## config.mk

```make
export PLATFORM = sky130hd
export DESIGN_NAME = tpu_seq_ctrl
export DESIGN_NICKNAME = d
export VERILOG_FILES = /design/src/rtl/tpu_seq_ctrl.sv
export SDC_FILE = /design/constraint.sdc
export NUM_CORES = 1
export LEC_CHECK = 0
export BUFFER_PORTS_ARGS = -buffer_cell sky130_fd_sc_hd__buf_2
export CAP_MARGIN = 0
export CORE_MARGIN = 2
export CORE_UTILIZATION = 37
export DETAILED_ROUTE_END_ITERATION = 7
export HOLD_SLACK_MARGIN = 0.06
export PLACE_DENSITY = 0.65
export SKIP_LAST_GASP = 1
export SLEW_MARGIN = 20
export SYNTH_ARGS = -nofsm -noshare
export SYNTH_HDL_FRONTEND = slang
export SYNTH_SLANG_ARGS = --single-unit
```

## constraint.sdc

```tcl
create_clock -name clk -period 1.75 [get_ports clk]
set_input_delay 0.35 -clock clk [delete_from_list [all_inputs] [get_ports clk]]
set_output_delay 0.35 -clock clk [all_outputs]
set_load 0.05 [all_outputs]
```

## src/rtl/tpu_seq_ctrl.sv

```systemverilog
// tpu_seq_ctrl: load/feed/drain sequencer for an NxN systolic matrix-multiply unit
module tpu_seq_ctrl #(
  parameter int N        = 2,
  parameter int AW       = $clog2(2*N*N),
  parameter int FEED_LEN = 3*N-2,
  parameter int CW       = $clog2(FEED_LEN),
  parameter int OW       = $clog2(N*N)
) (
  input  logic          clk,
  input  logic          rst_n,
  input  logic          start,
  input  logic          reuse_b,
  input  logic          abort,
  input  logic          in_valid,
  output logic          in_ready,
  output logic          wm_load,
  output logic [AW-1:0] wm_addr,
  output logic          feeding_en,
  output logic [CW-1:0] feed_step,
  output logic          out_valid,
  input  logic          out_ready,
  output logic [OW-1:0] out_idx,
  output logic          busy,
  output logic          done
);
  typedef enum logic [1:0] {IDLE, LOAD, FEED, DRAIN} state_t;
  state_t        state;
  logic [AW-1:0] load_cnt;
  logic [AW-1:0] load_last;
  logic          reuse_q;
  assign in_ready   = state == LOAD;
  assign wm_load    = in_ready & in_valid;
  assign wm_addr    = load_cnt;
  assign feeding_en = state == FEED;
  assign out_valid  = state == DRAIN;
  assign busy       = state != IDLE;
  // with B reused only the A region is reloaded
  assign load_last  = reuse_q ? AW'(N*N-1) : AW'(2*N*N-1);
  always_ff @(posedge clk or negedge rst_n) begin
    if (!rst_n) begin
      state     <= IDLE;
      load_cnt  <= '0;
      feed_step <= '0;
      out_idx   <= '0;
      reuse_q   <= 1'b0;
      done      <= 1'b0;
    end else begin
      done <= 1'b0;
      if (abort) begin
        state     <= IDLE;
        load_cnt  <= '0;
        feed_step <= '0;
        out_idx   <= '0;
      end else begin
        case (state)
          IDLE: if (start) begin
            state   <= LOAD;
            reuse_q <= reuse_b;
          end
          LOAD: if (in_valid) begin
            state    <= (load_cnt == load_last) ? FEED : LOAD;
            load_cnt <= (load_cnt == load_last) ? '0 : load_cnt + 1'b1;
          end
          FEED: begin
            state     <= (feed_step == CW'(FEED_LEN-1)) ? DRAIN : FEED;
            feed_step <= (feed_step == CW'(FEED_LEN-1)) ? '0 : feed_step + 1'b1;
          end
          DRAIN: if (out_ready) begin
            state   <= (out_idx == OW'(N*N-1)) ? IDLE : DRAIN;
            out_idx <= (out_idx == OW'(N*N-1)) ? '0 : out_idx + 1'b1;
            done    <= out_idx == OW'(N*N-1);
          end
          default: state <= IDLE;
        endcase
      end
    end
  end
endmodule

```

==> metrics <==
status finished clean; Critical Path End Type output pin; unrepaired setup endpoints after global routing no; Psw approximately 0.14 mW; Worst-Margin Slew 0.2814 ns; CTS tree done; port bufs 19; Filler Cells Inserted 154; Hold Vio Cnt, Final 0; R2R cell count 3; Tcrit/Tclk final between 90% and 100%; TNS Setup 0 ns; vias in the first global route around 440; Peak VDD IR 0.0005354 V; CP Class reg -> out; cell taking the most area after synthesis dfrtp_1; Netlist cell types 25; Final min period 1.655 ns; Total Routed Length around 1.1 mm; Routed WL per cell around 12 um; aggregate global-route resource usage 13.84%; leakage around 0.38 nW; # rows 14; Synth Register Bits 11; ranking of synthesized cells by area dfrtp_1 (48%), ha_1 (6.6%), mux2i_1 (5.3%); pwr dens 734.6 nW/um^2; R2R Setup Slk 0.36 ns; DRC Markers 0; Reg power frac 52.0%; syn avg cell area 10.77 um^2; WP data arrival 1.30 ns; max_slew headroom roughly four fifths; part of the power in combinational logic 14.5%; synthesis-to-finish area growth 24.34%; Setup crit start kind flip-flop; r2r endpoint reuse_q; initial antenna violation count 0; WHS Endpoint reuse_q; Max Slew Vio Count 0; DIE AREA ~1900 um^2; Root Buffer clkbuf_4; Hold Startpoint reuse_b; GRT overflow 0; multi-input logic area roughly 270 um^2; Worst-path clk slew 0.07 ns; HPWL after detailed placement 788.7 um; Antenna Nets Post-Route 0; worst path required time 1.40 ns; length of the first detailed-routing pass in iterations 2; Reg-to-Reg Start state[0]; DR vias 459; HP Class in -> reg; sequential cell area approximately 280 um^2; Synth Instances 53; first-pass GRT wire length about 1.9 mm; CTS max path bufs 2; worst skew pair latency about 0.26 ns; layout cells sized above 1 34.67%; starting density of the core ~39%; f_max around 600 MHz; Sw Ratio between 20% and 30%; Max H-tree Level 1; Clock Sinks 11; CP Max Fanout 9; Clk pwr share about a third; Top Ports 20; sequential area share after synthesis just under 50%; RePlAce Congestion 0.7295; setup violation total in the final timing report 0; nets 86; Internal ~0.38 mW; n_diodes 0; Die Wd ~43 um; Final Skew 0.0006478 ns; largest net degree at the start of global routing 12; Vias per Instance approximately 5; number of synthesis warnings 0; die height ~43 um; number of clock buffers inserted by TritonCTS 3; area of the core ~1500 um^2; Max-Cap Viols 0; post-layout power between 0.5 and 0.6 mW; Worst Hold Depth 2; post-synthesis cell area 570.5 um^2; Yosys top cell area share approximately 48%; initial drt markers 1; Net Count, Synth 63
state kept, by name (all words and copies together), names as in the netlist:
name	cells
reuse_q	1
wm_addr	3
out_idx	2
done	1
feed_step	2
state	2
power groups by stage:
| stage | combinational [mW] | sequential, mW | clock (mW) |
|---|---|---|---|
| CTS | 0.0768 | 0.271 | 0.184 |
| global placement | 0.0739 | 0.275 | 0 |
| finish | 0.0757 | 0.271 | 0.174 |
| floorplan | 0.0499 | 0.279 | 0 |
| global route | 0.0823 | 0.273 | 0.195 |
| detailed placement | 0.0749 | 0.276 | 0 |
cells by family after synthesis:
family | synth area share (%)
and+or+nand+nor | 20.84
DFF | 48.24
AOI/OAI and AO/OA | 5.922
buffers and inverters | 4.604
muxes | 9.210
xor gates and xnor gates | 4.606
adders and majority gates | 6.580
cells in the final DEF (no fill, tap or decap), types with 2 or more instances in the layout:
master and n:
nor2_1 7, ha_1 3, inv_1 3, mux2i_1 3
nand2_1 2, buf_2 19, clkbuf_4 3, dfrtp_1 11
xnor2_1 2, nand3_1 3, a21oi_1 2
worst max-delay path by stage:
| stage | from | endpoint | slack, ns |
|---|---|---|---|
| 2_1_floorplan | state[0] | feed_step[1] | 0.01 |
| 3_3_place_gp | state[1] | feeding_en | 0.36 |
| 3_5_place_dp | state[1] | feeding_en | 0.33 |
| 4_1_cts | state[1] | feeding_en | 0.02 |
| 5_1_grt | state[1] | wm_load | 0.01 |
| 6_report | state[1] | feeding_en | 0.1 |
metal layers:
metal / up-vias / global-route usage [%] / share of wire, %
met5: - / 0 / 0
met4: 0 / 3.636 / 0
met3: 0 / 5.106 / 8.2
met2: 17 / 21.79 / 46
met1: 217 / 17.77 / 45
li1: 225 / - / -
worst max-delay path: stages (launching register included):
cell and delay (ns):
dfrtp_1 0.48, nor2b_2 0.27, buf_2 0.29
metrics by stage:
stage	area (um^2)	std cells	hold WS, ns	setup WS, ns	utilization [%]
3_5_place_dp	670.6	86	0.2328	0.3350	45.58
4_1_cts	706.9	91	0.2924	0.02445	48.04
5_1_grt	709.4	91	0.3150	0.01373	48.21
3_3_place_gp	670.6	86	0.2366	0.3558	45.58
6_report	709.4	91	0.2998	0.09501	48.21
2_1_floorplan	570.5	53	0.05441	0.01393	-
Yosys cell counts:
cell type,count
dfrtp_1,11
nor2_1,7
ha_1,3
inv_1,3
mux2i_1,3
nand3_1,3
a21oi_1,2
nand2_1,2
nor2b_1,2
xnor2_1,2
a2bb2oi_1,1
and2_1,1
buf_6,1
clkbuf_1,1
mux2_1,1
mux2_2,1
nand3b_1,1
nand4b_1,1
nor3b_1,1
nor3b_2,1
o2111ai_1,1
o22ai_1,1
or2_4,1
or3_1,1
xor2_1,1
timing repair:
| action | 4_1_cts | 5_1_grt |
|---|---|---|
| endpoints found under the setup margin | 0 | 1 |
| gates resized for setup | 0 | 1 |
| hold buffers | 1 | 0 |
| endpoints found under the hold margin | 11 | 0 |
| buffers inserted | 0 | 0 |
final cells by class:
cell class / instances / area share [%]
sequential: 11 / 38.80
multi-input combinational: 37 / 38.27
timing repair buffer: 20 / 14.81
clock buffer: 4 / 3.704
tap: 16 / 2.822
inverter: 3 / 1.587
(Power assumes the default switching activity.)
